$ cat config.mk
export PLATFORM = sky130hd
export DESIGN_NAME = fgp_tx_scheduler
export DESIGN_NICKNAME = d
export VERILOG_FILES = /design/src/rtl/fgp_tx_scheduler.sv
export SDC_FILE = /design/constraint.sdc
export NUM_CORES = 1
export LEC_CHECK = 0
export CAP_MARGIN = 20
export CORE_MARGIN = 2
export CORE_UTILIZATION = 49
export DETAILED_ROUTE_END_ITERATION = 6
export GPL_TIMING_DRIVEN = 0
export PLACE_DENSITY = 0.77
export SLEW_MARGIN = 10
export SYNTH_ARGS = -nofsm -noshare
export SYNTH_HDL_FRONTEND = slang
export SYNTH_SLANG_ARGS = --single-unit
$ cat constraint.sdc
create_clock -name clk -period 2.8 [get_ports clk]
set_clock_uncertainty 0.05 [all_clocks]
set_input_delay 0.56 -clock clk [delete_from_list [all_inputs] [get_ports clk]]
set_output_delay 0.56 -clock clk [all_outputs]
set_load 0.05 [all_outputs]
$ cat src/rtl/fgp_tx_scheduler.sv
// fgp_tx_scheduler
//   Transmit-side FGP packet sequencer. Walks the framebuffer one 512-color
//   (768-byte) chunk at a time. For each chunk it requests a TX slot, then
//   serves payload bytes on demand: offset byte (chunk index), 127 x 0x00
//   padding, 768 data bytes read from the framebuffer RAM. Every byte leaves
//   exactly 2 cycles after its byte_req.
//
//   Optional feature macro: FGP_SCHED_DIRTY_EN
//     Adds a per-chunk dirty bitmap and a SCAN state so that only dirty
//     chunks are sent. Adds ports dirty_set / dirty_idx.
//
// Ports
//   clk, rst_n           clock, async active-low reset
//   start, continuous    frame start pulse / auto-restart level
//   pkt_start, pkt_ack   TX slot request (held) / grant
//   byte_req             TX path pulls the next payload byte
//   outclk, out, pkt_end payload byte strobe, data, last-byte marker
//   ram_en, ram_addr,    framebuffer read port (1-cycle registered read)
//   ram_data
//   busy, frame_done     not-idle level / end-of-frame pulse
//   dirty_set, dirty_idx (macro only) mark a chunk dirty
module fgp_tx_scheduler #(
  parameter int NUM_CHUNKS = 150,
  parameter int ADDR_W     = 17,
  parameter int GAP_CYCLES = 16
) (
  input  logic              clk,
  input  logic              rst_n,
  input  logic              start,
  input  logic              continuous,
  output logic              pkt_start,
  input  logic              pkt_ack,
  input  logic              byte_req,
  output logic              outclk,
  output logic [7:0]        out,
  output logic              pkt_end,
  output logic              ram_en,
  output logic [ADDR_W-1:0] ram_addr,
  input  logic [7:0]        ram_data,
`ifdef FGP_SCHED_DIRTY_EN
  input  logic              dirty_set,
  input  logic [7:0]        dirty_idx,
`endif
  output logic              busy,
  output logic              frame_done
);

  localparam int          STAGES     = 2;
  localparam logic [9:0]  PAD_LAST   = 10'd126;
  localparam logic [9:0]  DATA_LAST  = 10'd767;
  localparam logic [7:0]  LAST_CHUNK = 8'(NUM_CHUNKS - 1);
  localparam logic [31:0] GAP_U      = 32'(GAP_CYCLES);

  typedef enum logic [2:0] {
    S_IDLE, S_REQ, S_OFFSET, S_PADDING, S_DATA, S_GAP, S_SCAN
  } state_t;

`ifdef FGP_SCHED_DIRTY_EN
  localparam state_t S_NEXT = S_SCAN;
`else
  localparam state_t S_NEXT = S_REQ;
`endif

  // Stage-1 payload: what the byte will be once it reaches the output.
  typedef struct packed {
    logic       ram;   // take the byte from ram_data
    logic       last;  // final data byte of the packet
    logic [7:0] dat;   // offset / padding value
  } s1_t;

  state_t            state;
  logic [9:0]        cnt;
  logic [7:0]        chunk;
  logic [STAGES-1:0] vld_q;
  logic [STAGES:0]   vld_pipe;
  s1_t               s1;
  logic              acc;
  logic              gap_done;
  logic              last_chunk;
  logic              dirty_cur;

  // Requests count only while a packet is being served; elsewhere they drop.
  assign acc        = byte_req && (state == S_OFFSET || state == S_PADDING ||
                                   state == S_DATA);
  assign vld_pipe   = {vld_q, acc};
  assign outclk     = vld_pipe[STAGES];
  assign ram_en     = acc && (state == S_DATA);
  // chunk*768 = chunk*512 + chunk*256
  assign ram_addr   = ADDR_W'({chunk, 9'd0}) + ADDR_W'({chunk, 8'd0}) + ADDR_W'(cnt);
  assign pkt_start  = (state == S_REQ);
  assign busy       = (state != S_IDLE);
  assign last_chunk = (chunk == LAST_CHUNK);
  // GAP always lasts at least one cycle.
  assign gap_done   = (32'(cnt) + 32'd1) >= GAP_U;

`ifdef FGP_SCHED_DIRTY_EN
  logic [NUM_CHUNKS-1:0] dirty;
  logic [255:0]          dirty_ext;
  assign dirty_ext = 256'(dirty);
  assign dirty_cur = dirty_ext[chunk];

  // Clear on grant first, then set, so a same-cycle set wins.
  always_ff @(posedge clk or negedge rst_n) begin
    if (!rst_n) begin
      dirty <= '0;
    end else begin
      for (int i = 0; i < NUM_CHUNKS; i++) begin
        if (state == S_REQ && pkt_ack && chunk == 8'(i)) dirty[i] <= 1'b0;
        if (dirty_set && dirty_idx == 8'(i))            dirty[i] <= 1'b1;
      end
    end
  end
`else
  assign dirty_cur = 1'b1;
`endif

  // Sequencer
  always_ff @(posedge clk or negedge rst_n) begin
    if (!rst_n) begin
      state      <= S_IDLE;
      cnt        <= '0;
      chunk      <= '0;
      frame_done <= 1'b0;
    end else begin
      frame_done <= 1'b0;
      case (state)
        S_IDLE: if (start || (continuous && frame_done)) begin
          chunk <= '0;
          cnt   <= '0;
          state <= S_NEXT;
        end
        S_REQ: if (pkt_ack) begin
          cnt   <= '0;
          state <= S_OFFSET;
        end
        S_OFFSET: if (byte_req) state <= S_PADDING;
        S_PADDING: if (byte_req) begin
          if (cnt == PAD_LAST) begin
            cnt   <= '0;
            state <= S_DATA;
          end else begin
            cnt <= cnt + 10'd1;
          end
        end
        S_DATA: if (byte_req) begin
          if (cnt == DATA_LAST) begin
            cnt   <= '0;
            state <= S_GAP;
          end else begin
            cnt <= cnt + 10'd1;
          end
        end
        S_GAP: begin
          if (gap_done) begin
            cnt <= '0;
            if (last_chunk) begin
              frame_done <= 1'b1;
              state      <= S_IDLE;
            end else begin
              chunk <= chunk + 8'd1;
              state <= S_NEXT;
            end
          end else begin
            cnt <= cnt + 10'd1;
          end
        end
`ifdef FGP_SCHED_DIRTY_EN
        S_SCAN: begin
          if (dirty_cur) begin
            state <= S_REQ;
          end else if (last_chunk) begin
            frame_done <= 1'b1;
            state      <= S_IDLE;
          end else begin
            chunk <= chunk + 8'd1;
          end
        end
`endif
        default: state <= S_IDLE;
      endcase
    end
  end

  // 2-stage byte pipe: stage 1 overlaps the RAM read, stage 2 drives out.
  always_ff @(posedge clk or negedge rst_n) begin
    if (!rst_n) begin
      vld_q   <= '0;
      s1      <= '0;
      out     <= '0;
      pkt_end <= 1'b0;
    end else begin
      vld_q   <= vld_pipe[STAGES-1:0];
      s1.ram  <= (state == S_DATA);
      s1.last <= (state == S_DATA) && (cnt == DATA_LAST);
      s1.dat  <= (state == S_OFFSET) ? chunk : 8'h00;
      out     <= vld_pipe[1] ? (s1.ram ? ram_data : s1.dat) : 8'h00;
      pkt_end <= vld_pipe[1] && s1.last;
    end
  end

endmodule
==> results of run 1 <==
## worst max-delay path, delay by kind of cell (launching register included)
kind	cells	cell delay, ps
xor gates and xnor gates	1	130
adders and majority gates	3	1070
DFF	1	410
and+or+nand+nor	2	220
buffers and inverters	2	200
AOI/OAI and AO/OA	3	320
## per-stage QoR
stage	area, µm²	power [mW]
3_3_place_gp	3359	1.599
5_1_grt	3662	2.315
2_1_floorplan	2829	1.370
6_report	3662	2.180
4_1_cts	3617	2.189
3_5_place_dp	3382	1.621
## layer usage
metal / up-vias / wire, µm
li1: 1100 / -
met5: - / 0
met2: 65 / 2841
met3: 11 / 296
met1: 1052 / 2746
met4: 0 / 116
## cell usage in the layout (no fill, tap or decap), types with 3 or more instances in the layout
master / n
sky130_fd_sc_hd__a21oi_1: 9
sky130_fd_sc_hd__a21o_1: 5
sky130_fd_sc_hd__o21ai_0: 4
sky130_fd_sc_hd__nor2_2: 3
sky130_fd_sc_hd__a22o_1: 9
sky130_fd_sc_hd__nand2_1: 14
sky130_fd_sc_hd__nor2b_1: 16
sky130_fd_sc_hd__nand4_1: 6
sky130_fd_sc_hd__buf_4: 19
sky130_fd_sc_hd__clkdlybuf4s50_1: 33
sky130_fd_sc_hd__xnor2_2: 3
sky130_fd_sc_hd__dfrtp_1: 42
sky130_fd_sc_hd__clkbuf_8: 5
sky130_fd_sc_hd__mux2i_1: 9
sky130_fd_sc_hd__clkbuf_1: 5
sky130_fd_sc_hd__inv_1: 15
sky130_fd_sc_hd__nor3_1: 8
sky130_fd_sc_hd__nand3_1: 4
sky130_fd_sc_hd__and2_1: 7
sky130_fd_sc_hd__and4_1: 3
sky130_fd_sc_hd__nor2_1: 5
sky130_fd_sc_hd__ha_1: 18
sky130_fd_sc_hd__buf_6: 12
sky130_fd_sc_hd__o21ai_1: 12
sky130_fd_sc_hd__and3_1: 5
## sequential cells by signal, indices dropped and copies added, names as in the netlist
register and flops:
cnt 10, chunk 8, vld_q 2, pkt_end 1, s1 10, out 8
state 3, frame_done 1
## path summary, 6_finish.rpt
| check | start | cells past startpoint | endpoint | slack (ps) |
|---|---|---|---|---|
| setup / recovery | cnt[9] | 11 | ram_addr[15] | -480 |
| hold / removal | rst_n | 1 | state[2] | 180 |
| setup reg to reg | cnt[1] | 8 | cnt[0] | 400 |
| hold reg to reg | s1[8] | 1 | pkt_end | 420 |
| max in group asynchronous | rst_n | 2 | chunk[0] | 2020 |
| min in group clk | s1[8] | 1 | pkt_end | 420 |
## cells by family (layout without fill, tap and decap cells)
family / Yosys count / in the layout
compound gates: 66 / 66
xor+xnor: 9 / 9
fa+ha+maj: 22 / 22
buf+inv: 36 / 98
flops: 43 / 43
mux: 10 / 10
simple gates: 89 / 89
## area by class of cell
class / instances / area, µm² / area share
clock buffer: 6 / 72.57 / 0.01982
inverter: 17 / 63.81 / 0.01742
multi-input combinational: 196 / 1620 / 0.4424
buffer: 19 / 142.6 / 0.03895
clock inverter: 2 / 60.06 / 0.01640
tap: 72 / 90.09 / 0.02460
sequential: 43 / 1077 / 0.2942
timing repair buffer: 54 / 535.5 / 0.1462
## power by group
group          internal [mW]  switching, mW  leakage, nW
combinational          0.329          0.551         1.08
sequential             0.671         0.0562        0.592
clock                  0.356          0.217       0.0654
## synth_stat cells (all sizes together), types with 8 or more instances
| library cell | number | share of area |
|---|---|---|
| dfrtp | 43 | 0.39 |
| ha | 20 | 0.090 |
| o21ai | 18 | 0.034 |
| inv | 17 | 0.023 |
| nor2b | 16 | 0.036 |
| buf | 15 | 0.046 |
| nand2 | 14 | 0.019 |
| a21oi | 11 | 0.020 |
| a22o | 9 | 0.028 |
| mux2i | 9 | 0.032 |
| and2 | 8 | 0.019 |
| and3 | 8 | 0.021 |
| nor2 | 8 | 0.013 |
| nor3 | 8 | 0.014 |
## repair_timing
action	4_1_cts	5_1_grt
pin swaps	10	5
setup endpoints to repair	10	8
gates resized for setup	65	5
setup buffers	5	4
==> impl_metrics.yaml, run 1 <==
logic_synthesis:
  synth_simple_gate_area_frac: 0.1895
  dominantRegCellSynth: "sky130_fd_sc_hd__dfrtp_1"
  synth_edf_count: 0
  synthesized_area_fraction_occupied_by_ao_oa_aoi_and_oai_cells: 0.1755
  multiplexer_share_of_the_synthesized_area: 0.03655
  mean_instance_size_in_the_synthesized_netlist_um2: 10.08
  syn-num-nets: 311
  number_of_different_library_cells_in_the_post_synthesis_netlist: 59
  synth_seq_area_share: 0.3881
  synth-async-reset-ratio: 1.000
  xor_xnor_share_of_the_synthesized_area: 0.03114
  mappedNetlistArea_um2: 2773
  ys_seq_elements: 43
  yosys_warnings: 0
  synth_fa_ha_area_frac: 0.1047
  netlist_instances: 275
  synth_top_family_by_area: "simple AND/OR/NAND/NOR gates"
setup_path:
  cp_slowest_cell: "sky130_fd_sc_hd__fa_2"
  critPathCaptureType: "output pin"
  critPathKind: "register to output pin"
  crit_path_frequent_cell: "sky130_fd_sc_hd__fa_2"
  critical_path.max_stage_delay_ps: 600
  worst_ep_required_time_ps: 2190
  critPathArrivalTime_ps: 2670
  path_cells: "fa_2, ha_4, inv_2, fa_2, nor2b_1, o21ai_1, nand2b_1, a21o_1, a21oi_4, xnor2_4, buf_6"
  path_max_fanout: 2
  timing.critical_path.from_type: "register"
sta:
  timing.final.ws_setup_ps: -483.4
  rsz_0062_raised_after_global_routing: "yes"
  count_of_final_hold_check_violations: 0
  timing.max_slew.rel_slack: 0.6336
  period_share: 1.173
  setup_viol: 6
  timing_worst_slew_pin_value_ps: 549.7
  fmax_mhz: 304.6
  slew_viol_final: 0
  timing.final.crit_period_ps: 3283
  timing.setup.tns_ps: -1772
  hold_slack_ps: 176.8
die:
  die_width_um: 79.22
  placement_rows: 27
  die_h_um: 79.22
  floorplan.initialDensity: 0.5066
  ioPinCount: 45
  core_um2: 5473
  floorplan.die_area_um2: 6276
placement:
  dp_cells: 392
  place_congestion: 0.8857
  hpwl_mm: 4.301
  detailedPlace.worstSlack_ps: -1025
  io_buffer_count: 44
power:
  ir_worst_vdd_uv: 298.6
  power_density_nw_per_um2: 595.3
  leakagePower_nw: 1.733
detailed_routing:
  drt_first_iter_violations: 103
  number_of_nets_with_antenna_violations_after_detailed_routing: 0
  total_via_count_in_the_routed_design: 2228
  totalWireLength_mm: 6.001
  drc_errors: 0
  drt-wirelength-per-cell_um: 14.67
  avgViaCountPerCell: 5.447
  drtPass1Iterations: 4
final_layout:
  n_antenna_cell: 0
  postLayoutCoreUtil: 0.6692
  layout-drive-gt1-share: 0.2196
  design.final.nets: 372
  fill_cells: 443
  stdcell_count: 409
  p_r_area_growth_vs_syn_pct: 32.08
clocking:
  tritoncts: "yes"
  cts.clk_slew.worst_paths_ps: 90
  htreeDepth: 2
  cts_inserted_buffers: 5
  ctsLongestPathBuffers: 2
  cts-root-buf: "sky130_fd_sc_hd__clkbuf_8"
  post_cts_hold_buffer_count: 0
  worstSkewPairLatency_ps: 300
  cts.sinks: 43
grt:
  grt_start_max_net_pins: 23
  top_usage_layer: "met2"
  grt_antenna_before_repair: 0
  grtUsageTotal: 0.2119
  grt_remaining_overflow: 0
  via_count_of_the_first_global_routing_pass: 2269
  grt_first_pass_wirelength_mm: 10.55
  use_met1: 0.2818
  met3_usage: 0.03068
  met2_track_demand_over_resource_in_global_routing: 0.3508
run_status:
  violations_in_the_final_reports: "setup timing"
  result_of_the_run: "finished, violations left"
min_path:
  min_path_type: "input pin to asynchronous set/reset pin"
run:
  drv_cap: 0
Note: power is estimated with default switching activity, not from simulation.
==> run 2: changes to the inputs <==
--- a/config.mk
+++ b/config.mk
@@ -5,12 +5,14 @@
 export SDC_FILE = /design/constraint.sdc
 export NUM_CORES = 1
 export LEC_CHECK = 0
+export ABC_AREA = 1
 export CAP_MARGIN = 20
 export CORE_MARGIN = 2
-export CORE_UTILIZATION = 49
+export CORE_UTILIZATION = 50
+export CTS_BUF_LIST = sky130_fd_sc_hd__clkbuf_2 sky130_fd_sc_hd__clkbuf_4 sky130_fd_sc_hd__clkbuf_8
 export DETAILED_ROUTE_END_ITERATION = 6
 export GPL_TIMING_DRIVEN = 0
-export PLACE_DENSITY = 0.77
+export PLACE_DENSITY = 0.79
 export SLEW_MARGIN = 10
 export SYNTH_ARGS = -nofsm -noshare
 export SYNTH_HDL_FRONTEND = slang
==> impl_metrics.yaml, run 2 <==
run_status:
  result_of_the_run: "finished, violations left"
  violations_in_the_final_reports: "setup timing"
power:
  power_density_nw_per_um2: 557.8
  leakagePower_nw: 1.839
  ir_worst_vdd_uv: 504.0
die:
  die_width_um: 77.79
  floorplan.initialDensity: 0.5264
  ioPinCount: 45
  floorplan.die_area_um2: 6051
  placement_rows: 26
  die_h_um: 77.79
  core_um2: 5172
grt:
  grt_antenna_before_repair: 0
  grt_first_pass_wirelength_mm: 10.31
  grt_remaining_overflow: 0
  grt_start_max_net_pins: 35
  grtUsageTotal: 0.2111
  via_count_of_the_first_global_routing_pass: 2266
logic_synthesis:
  synth-async-reset-ratio: 1.000
  synth_seq_area_share: 0.3952
  synth.cells.most_frequent: "78 x sky130_fd_sc_hd__nand2_1, 46 x sky130_fd_sc_hd__nor2_1, 43 x sky130_fd_sc_hd__dfrtp_1"
  yosys_warnings: 0
  syn-num-nets: 376
  yosys.area.top_type_share: 0.3952
  post_synth_main_area_contributors: "sky130_fd_sc_hd__dfrtp_1 40%, sky130_fd_sc_hd__nand2_1 11%, sky130_fd_sc_hd__ha_1 9.2%, sky130_fd_sc_hd__nor2_1 6.3%, sky130_fd_sc_hd__inv_1 5.7%"
  number_of_different_library_cells_in_the_post_synthesis_netlist: 31
  synth_area_leader_cell: "sky130_fd_sc_hd__dfrtp_1"
  synth_edf_count: 0
  mean_instance_size_in_the_synthesized_netlist_um2: 8.008
  ys_seq_elements: 43
  mappedNetlistArea_um2: 2723
  dominantRegCellSynth: "sky130_fd_sc_hd__dfrtp_1"
  netlist_instances: 340
  yosys.cell_count.top_type: "sky130_fd_sc_hd__nand2_1"
detailed_routing:
  drt-wirelength-per-cell_um: 12.81
  drtPass1Iterations: 4
  drc_errors: 0
  number_of_nets_with_antenna_violations_after_detailed_routing: 0
  avgViaCountPerCell: 5.029
  drt_first_iter_violations: 122
  totalWireLength_mm: 6.084
  total_via_count_in_the_routed_design: 2389
clocking:
  cts.clk_slew.worst_paths_ps: 80
  post_cts_hold_buffer_count: 0
  cts_inserted_buffers: 5
  tritoncts: "yes"
  cts-root-buf: "sky130_fd_sc_hd__clkbuf_8"
  htreeDepth: 2
  worstSkewPairLatency_ps: 290
  cts.sinks: 43
  ctsLongestPathBuffers: 2
setup_path:
  critical_path.max_stage_delay_ps: 550
  cp_slowest_cell: "sky130_fd_sc_hd__fa_1"
  worst_ep_required_time_ps: 2190
  reg2regPathDepth: 10
  critPathCaptureType: "output pin"
  r2r-start: "cnt[1]"
  path_max_fanout: 2
  ff2ff_setup_slack_ps: 750
  path_cells: "fa_1, ha_2, inv_2, fa_2, o21ai_2, nand2_1, a21oi_2, nor2_2, xnor2_4, buf_6"
  timing.critical_path.from_type: "register"
  critPathArrivalTime_ps: 2630
  critPathKind: "register to output pin"
  timing.rr.end: "state[1]"
final_layout:
  layout-drive-gt1-share: 0.1951
  postLayoutCoreUtil: 0.6887
  top_regs: "cnt (10), s1 (10)"
  mostFrequentLayoutCells: "77 x sky130_fd_sc_hd__nand2_1, 45 x sky130_fd_sc_hd__nor2_1, 39 x sky130_fd_sc_hd__inv_1, 39 x sky130_fd_sc_hd__dfrtp_1, 34 x sky130_fd_sc_hd__clkdlybuf4s50_1"
  n_antenna_cell: 0
  design.final.nets: 440
  mostFrequentLayoutCell: "sky130_fd_sc_hd__nand2_1"
  p_r_area_growth_vs_syn_pct: 30.84
sta:
  timing_worst_slew_pin_value_ps: 500.8
  timing.max_slew.rel_slack: 0.6651
  period_share: 1.156
  hold_slack_ps: 80.61
  timing.final.ws_setup_ps: -435.9
  slew_viol_final: 0
  count_of_final_hold_check_violations: 0
  rsz_0062_raised_after_global_routing: "yes"
  setup_viol: 6
  timing.final.crit_period_ps: 3236
  fmax_mhz: 309.0
run:
  drv_cap: 0
min_path:
  min_path_type: "input pin to asynchronous set/reset pin"
placement:
  hpwl_mm: 4.335
  io_buffer_count: 44
  place_congestion: 0.8624
  detailedPlace.worstSlack_ps: -925.8
-- run 2: per-layer routing --
metal  vias up  share of wire  global-route usage  routed length (µm)
met1      1085           0.45              0.2855                2736
met5         -              0                   0                   0
met3        11          0.060             0.03140                 366
met4         0          0.021             0.08036                 125
met2        84           0.47              0.3422                2856
li1       1209              -                   -                   -
-- run 2: final cells by class --
cell class	count	area (µm²)
clock buffers	6	76.32
clock inverters	2	12.51
flip-flops and latches	43	1081
fillers	414	1610
repair buffers	57	559.3
plain buffers	10	75.07
inverters	45	168.9
well taps	70	87.58
multi-input cells	242	1501
-- run 2: worst max path at each step --
stage	from	to	slack [ps]	cells past startpoint
2_1_floorplan	chunk[0]	ram_addr[11]	-210	5
3_3_place_gp	cnt[9]	ram_addr[15]	-910	10
3_5_place_dp	chunk[0]	ram_addr[15]	-930	10
4_1_cts	cnt[9]	ram_addr[15]	-440	10
5_1_grt	cnt[9]	ram_addr[15]	-590	10
6_report	cnt[9]	ram_addr[15]	-440	10
-- run 2: what timing repair did --
action	in CTS	in global routing
setup buffers	11	1
resized for setup	61	10
endpoints found under the setup margin	8	8
pin swaps	3	7
-- run 2: critical path: cells and delay by family (launching register included) --
family | cells | cell delay, ps
AOI/OAI and AO/OA | 2 | 290
xor gates and xnor gates | 1 | 150
adders and majority gates | 3 | 1080
buffers and inverters | 2 | 210
DFF | 1 | 430
and+or+nand+nor | 2 | 150
-- run 2: cell families (layout without fill, tap and decap cells) --
| kind of cell | Yosys count | in the layout | share of synthesized area |
|---|---|---|---|
| flip-flops | 43 | 43 | 0.3952 |
| XOR/XNOR | 15 | 15 | 0.04826 |
| buffers and inverters | 55 | 120 | 0.08961 |
| AND/OR/NAND/NOR | 176 | 176 | 0.2983 |
| adder cells (fa/ha/maj) | 22 | 22 | 0.1066 |
| AO/OA/AOI/OAI | 29 | 29 | 0.06204 |
-- run 2: report_power, final --
group	internal (mW)	switching (mW)	total [mW]
clock network	0.184	0.212	0.396
registers	0.668	0.0576	0.726
logic	0.251	0.615	0.865
-- run 2: stage by stage --
| step | cells | area (µm²) | total power, mW | TNS (ps) |
|---|---|---|---|---|
| 6_report | 475 | 3562 | 1.987 | -1103 |
| 5_1_grt | 475 | 3562 | 2.104 | -1807 |
| 4_1_cts | 474 | 3515 | 2.002 | -1218 |
| 3_5_place_dp | 455 | 3312 | 1.592 | -3405 |
| 3_3_place_gp | 454 | 3297 | 1.572 | -3412 |
| 2_1_floorplan | 340 | 2769 | 1.337 | -474.8 |
==> RTL edit 1, RTL diff (flow settings as in run 1) <==
The parameter `ADDR_W` goes from 17 to 15.
--- a/src/rtl/fgp_tx_scheduler.sv
+++ b/src/rtl/fgp_tx_scheduler.sv
@@ -23,3 +23,3 @@
   parameter int NUM_CHUNKS = 150,
-  parameter int ADDR_W     = 17,
+  parameter int ADDR_W     = 15,
   parameter int GAP_CYCLES = 16
Ports: changed (resized ram_addr); port bits go from 45 to 43. No check against the original RTL was run, so the function may have changed too.
==> RTL edit 1 against run 1 <==
The flow still finishes with violations (setup timing). Cell count shrank 1.2%. Setup slack gained 0.26 ns. Cell area shrank 4.5%. Area after synthesis grew 0.50%. Total power grew 11%. Routed wire length grew 2.3%. Sequential cell count is the same. Critical path type unchanged.
==> RTL edit 1: results (changes against run 1) <==
metric;value;unit;change
reg2reg_to;cnt[3]$_DFFE_PN0P_;;
crit_family;adder cells;;
drive_above_1_share;20.5;%;-1.5 points
synth.distinct_cells;65;;+10%
use_met1;29.5;%;+1.3 points
fin_setup_tns;-0.534;ns;+1.24 ns
layout.nets;364;;-2.2%
power.leakage;1.61;nW;-6.8%
worstSetupStartpoint;cnt[9]$_DFFE_PN0P_;;
grt_max_degree;24;;+4.3%
grt_usage;21.3;%;+0.073 points
setup_viol;4;;-2
synth_area_leaders;dfrtp_1 39%, ha_1 7.6%, mux2i_1 2.9%, a21oi_1 2.7%, buf_4 2.7%;;
crit_slowest_cell;fa_1;;
avgViaCountPerCell;5.80;;+6.5%
reg2reg_depth;7;;-1
grt_pass1_wl;10500;um;about the same
wl_per_cell;15.2;um;+3.5%
synth_adder_area_share;9.07;%;-1.4 points
slew_headroom;56.4;%;-7.0 points
status;finished with violations;;
setup.worst_path.end;ram_addr[13];;
grt_use_met2;33.8;%;-1.3 points
grt-ovfl-total;0;;unchanged
port_buffers;41;;-6.8%
use_met3;2.71;%;-0.35 points
post-place-ws;-0.730;ns;+0.295 ns
grt_pass1_vias;2263;;-0.26%
cp_data_arrival_time;2.41;ns;-0.26 ns
synth_compound_area_share;19.8;%;+2.2 points
place_congestion;0.908;;+2.5%
htree_levels;2;;unchanged
setup_slack;-0.223;ns;+0.261 ns
synth-xor-area-share;2.20;%;-0.91 points
synthTopCellsByCount;43 x dfrtp_1, 20 x nand2_1, 17 x ha_1;;
dr.pass1.iters;5;;+1
rrSetupSlack;0.27;ns;-0.13 ns
violations;setup timing;;
max_stage_delay;0.55;ns;-0.05 ns
r2r_start;cnt[1]$_DFFE_PN0P_;;
synthMuxAreaShare;3.68;%;+0.027 points
drtIter0Drc;205;;+99%
yosysSeqAreaShare;38.6;%;-0.19 points
ir_drop;382;uV;+28%
post-dp-hpwl;4470;um;+3.9%
==> RTL edit 1: cell types whose count changed in the layout (fill, tap and decap cells not counted), sizes merged, moves of 6 or more <==
| cell | before | now |
|---|---|---|
| a211oi | 1 | 7 |
| nand2 | 14 | 20 |
| nor2b | 16 | 8 |
| nor4 | 1 | 7 |
| o21ai | 18 | 7 |
==> RTL edit 1: cell families after synthesis <==
| logic type | after synthesis |
|---|---|
| simple gates | 94 |
| compound gates | 68 |
| flops | 43 |
| buf+inv | 37 |
| fa+ha+maj | 19 |
| mux | 10 |
| xor+xnor | 7 |
==> RTL edit 1: area by class of cell <==
class                      instances  area [um^2]
buffer                            21          144
clock buffer                       5         68.8
clock inverter                     3         43.8
fill                             443         2010
inverter                          16         60.1
multi-input combinational        198         1550
sequential                        43         1080
tap                               72         90.1
timing repair buffer              46          465
==> RTL edit 1: stage by stage <==
stage	power [mW]	cells	cell area (um^2)	hold slack (ns)
after floorplan	1.62	278	2810	0.214
after global placement	1.91	391	3310	0.391
after detailed placement	1.93	392	3330	0.403
after CTS	2.43	403	3490	0.179
after global routing	2.58	404	3500	0.206
final	2.43	404	3500	0.161
==> RTL edit 1: power breakdown <==
part / switching, mW / leakage [nW] / internal, mW
combinational: 0.728 / 0.980 / 0.430
sequential: 0.0909 / 0.576 / 0.691
clock: 0.226 / 0.0581 / 0.266
==> RTL edit 1: layer usage <==
layer  share of wire, %  wire length (um)
met2                 48              2920
met5                  0                 0
met4                2.3               142
met3                5.6               344
met1                 44              2730
==> RTL edit 1: what timing repair did <==
| action | CTS | global route |
|---|---|---|
| endpoints found under the hold margin | 0 | 0 |
| gates resized for setup | 48 | 0 |
| endpoints found under the setup margin | 8 | 5 |
| hold buffers | 0 | 0 |
| setup buffers | 3 | 1 |
| pin swaps | 1 | 2 |
==> RTL edit 2, RTL diff (config.mk and constraints of run 1) <==
Without the edit above. Compare `cnt` against `DATA_LAST` with >= in place of ==.
--- a/src/rtl/fgp_tx_scheduler.sv
+++ b/src/rtl/fgp_tx_scheduler.sv
@@ -145,3 +145,3 @@
         S_DATA: if (byte_req) begin
-          if (cnt == DATA_LAST) begin
+          if (cnt >= DATA_LAST) begin
             cnt   <= '0;
Formal check against the unedited RTL: same outputs for any inputs over 10 cycles, from zero or initial values and one cycle with rst_n low; that may be too few to reach the edited logic, so the function may still have changed.
==> RTL edit 2 against run 1 <==
Area after synthesis decreased by 1.3%. Setup slack lost 0.046 ns. Total power fell by 3.8%. Cell area is 3.1% lower. Sequential cell count did not move. Synthesized cell count up 1.8%. Critical path depth stayed put. Core utilization fell by 1.7 points. First-iteration DRC count up 8.7%. The flow still finishes with violations (setup timing). Largest power group unchanged. Routed wire length down 4.1%. Hold slack worse by 0.093 ns. Critical endpoint unchanged.
==> RTL edit 2: results (changes against run 1) <==
metric;value;unit;change
status;finished with violations;;
violations;setup timing;;
fin_setup_tns;-1.76;ns;+0.0133 ns
met3WireLength;275;um;-7.1%
hold-worst-slack;0.0842;ns;-0.0925 ns
seq_area_share;30.4;%;+1.0 points
setup_slack;-0.529;ns;-0.0460 ns
synthesis.nets;316;;+1.6%
multi_input_area_share;44.1;%;-0.12 points
post-place-ws;-1.07;ns;-0.0446 ns
multi_input_cells;200;;+2.0%
grt_pass1_wl;10100;um;-4.0%
synth.distinct_cells;57;;-3.4%
grt_pass1_vias;2149;;-5.3%
slew_headroom;50.4;%;-13 points
ctsResizeCount;63;;-3.1%
grt_usage;20.4;%;-0.78 points
met2_length;2660;um;-6.4%
place_congestion;0.902;;+1.8%
wl_met1;2750;um;+0.25%
synth_compound_area_share;19.0;%;+1.4 points
power.leakage;1.64;nW;-5.3%
nFlopsAndLatches;43;;unchanged
fill_cells;472;;+6.5%
drive_above_1_share;21.3;%;-0.66 points
nNonClkInverters;18;;+1
routed_wl;5760;um;-4.1%
use_met3;3.86;%;+0.80 points
synth_adder_area_share;10.6;%;+0.13 points
signal_buffers;69;;-5.5%
dpl.cell_count;397;;+1.3%
synth_area_leaders;dfrtp_1 39%, ha_1 9.1%, buf_4 3.6%, o21ai_0 3.5%, and3_1 3.4%;;
synth-xor-area-share;2.24;%;-0.87 points
bufAreaShareNonClock;18.3;%;-0.21 points
r2r_start;cnt[0]$_DFFE_PN0P_;;
layout.clock_buffers;5;;-1
clk_share;2.65;%;-0.98 points
postCtsSetupBuffers;4;;-1
grt_max_degree;33;;+43%
setup_viol;6;;unchanged
reg2reg_to;cnt[3]$_DFFE_PN0P_;;
synthTopCellsByCount;43 x dfrtp_1, 20 x ha_1, 19 x o21ai_0;;
synthMuxAreaShare;2.93;%;-0.73 points
==> RTL edit 2: changes by cell type after synthesis, moves of 5 or more <==
cell / change
a22o_1: -6
and2_1: -6
and3_1: +10
nor2_1: +8
nor2b_1: -5
o21ai_0: +13
o21ai_1: -10
o31ai_1: +7
==> RTL edit 2: worst max-delay path by stage <==
stage / slack [ns] / startpoint / to
3_3_place_gp: -1.04 / cnt[9]$_DFFE_PN0P_ / ram_addr[15]
5_1_grt: -0.66 / cnt[9]$_DFFE_PN0P_ / ram_addr[15]
2_1_floorplan: -0.26 / cnt[9]$_DFFE_PN0P_ / ram_addr[15]
3_5_place_dp: -1.07 / cnt[9]$_DFFE_PN0P_ / ram_addr[15]
6_report: -0.53 / cnt[9]$_DFFE_PN0P_ / ram_addr[15]
4_1_cts: -0.62 / chunk[0]$_DFFE_PN0P_ / ram_addr[15]
==> RTL edit 2: per-stage QoR <==
| step | util (%) | instance area, um^2 | total power, mW |
|---|---|---|---|
| 2_1_floorplan | - | 2790 | 1.42 |
| 5_1_grt | 65.2 | 3550 | 2.24 |
| 6_report | 65.2 | 3550 | 2.10 |
| 3_5_place_dp | 61.3 | 3340 | 1.68 |
| 3_3_place_gp | 61.1 | 3320 | 1.66 |
| 4_1_cts | 64.6 | 3510 | 2.10 |
==> RTL edit 2: worst max-delay path: cells and delay by family (launching register included) <==
kind,cells,cell delay (ns)
and+or+nand+nor,2,0.19
DFF,1,0.43
adders and majority gates,3,1.08
buffers and inverters,2,0.20
xor gates and xnor gates,1,0.12
AOI/OAI and AO/OA,3,0.39
==> RTL edit 2: report_power, final <==
part           switching, mW  total (mW)  leakage [nW]  internal, mW
combinational          0.607       0.965          1.01         0.358
sequential            0.0512       0.728         0.588         0.677
clock                  0.227       0.406        0.0443         0.178
total                  0.885        2.10          1.64          1.21
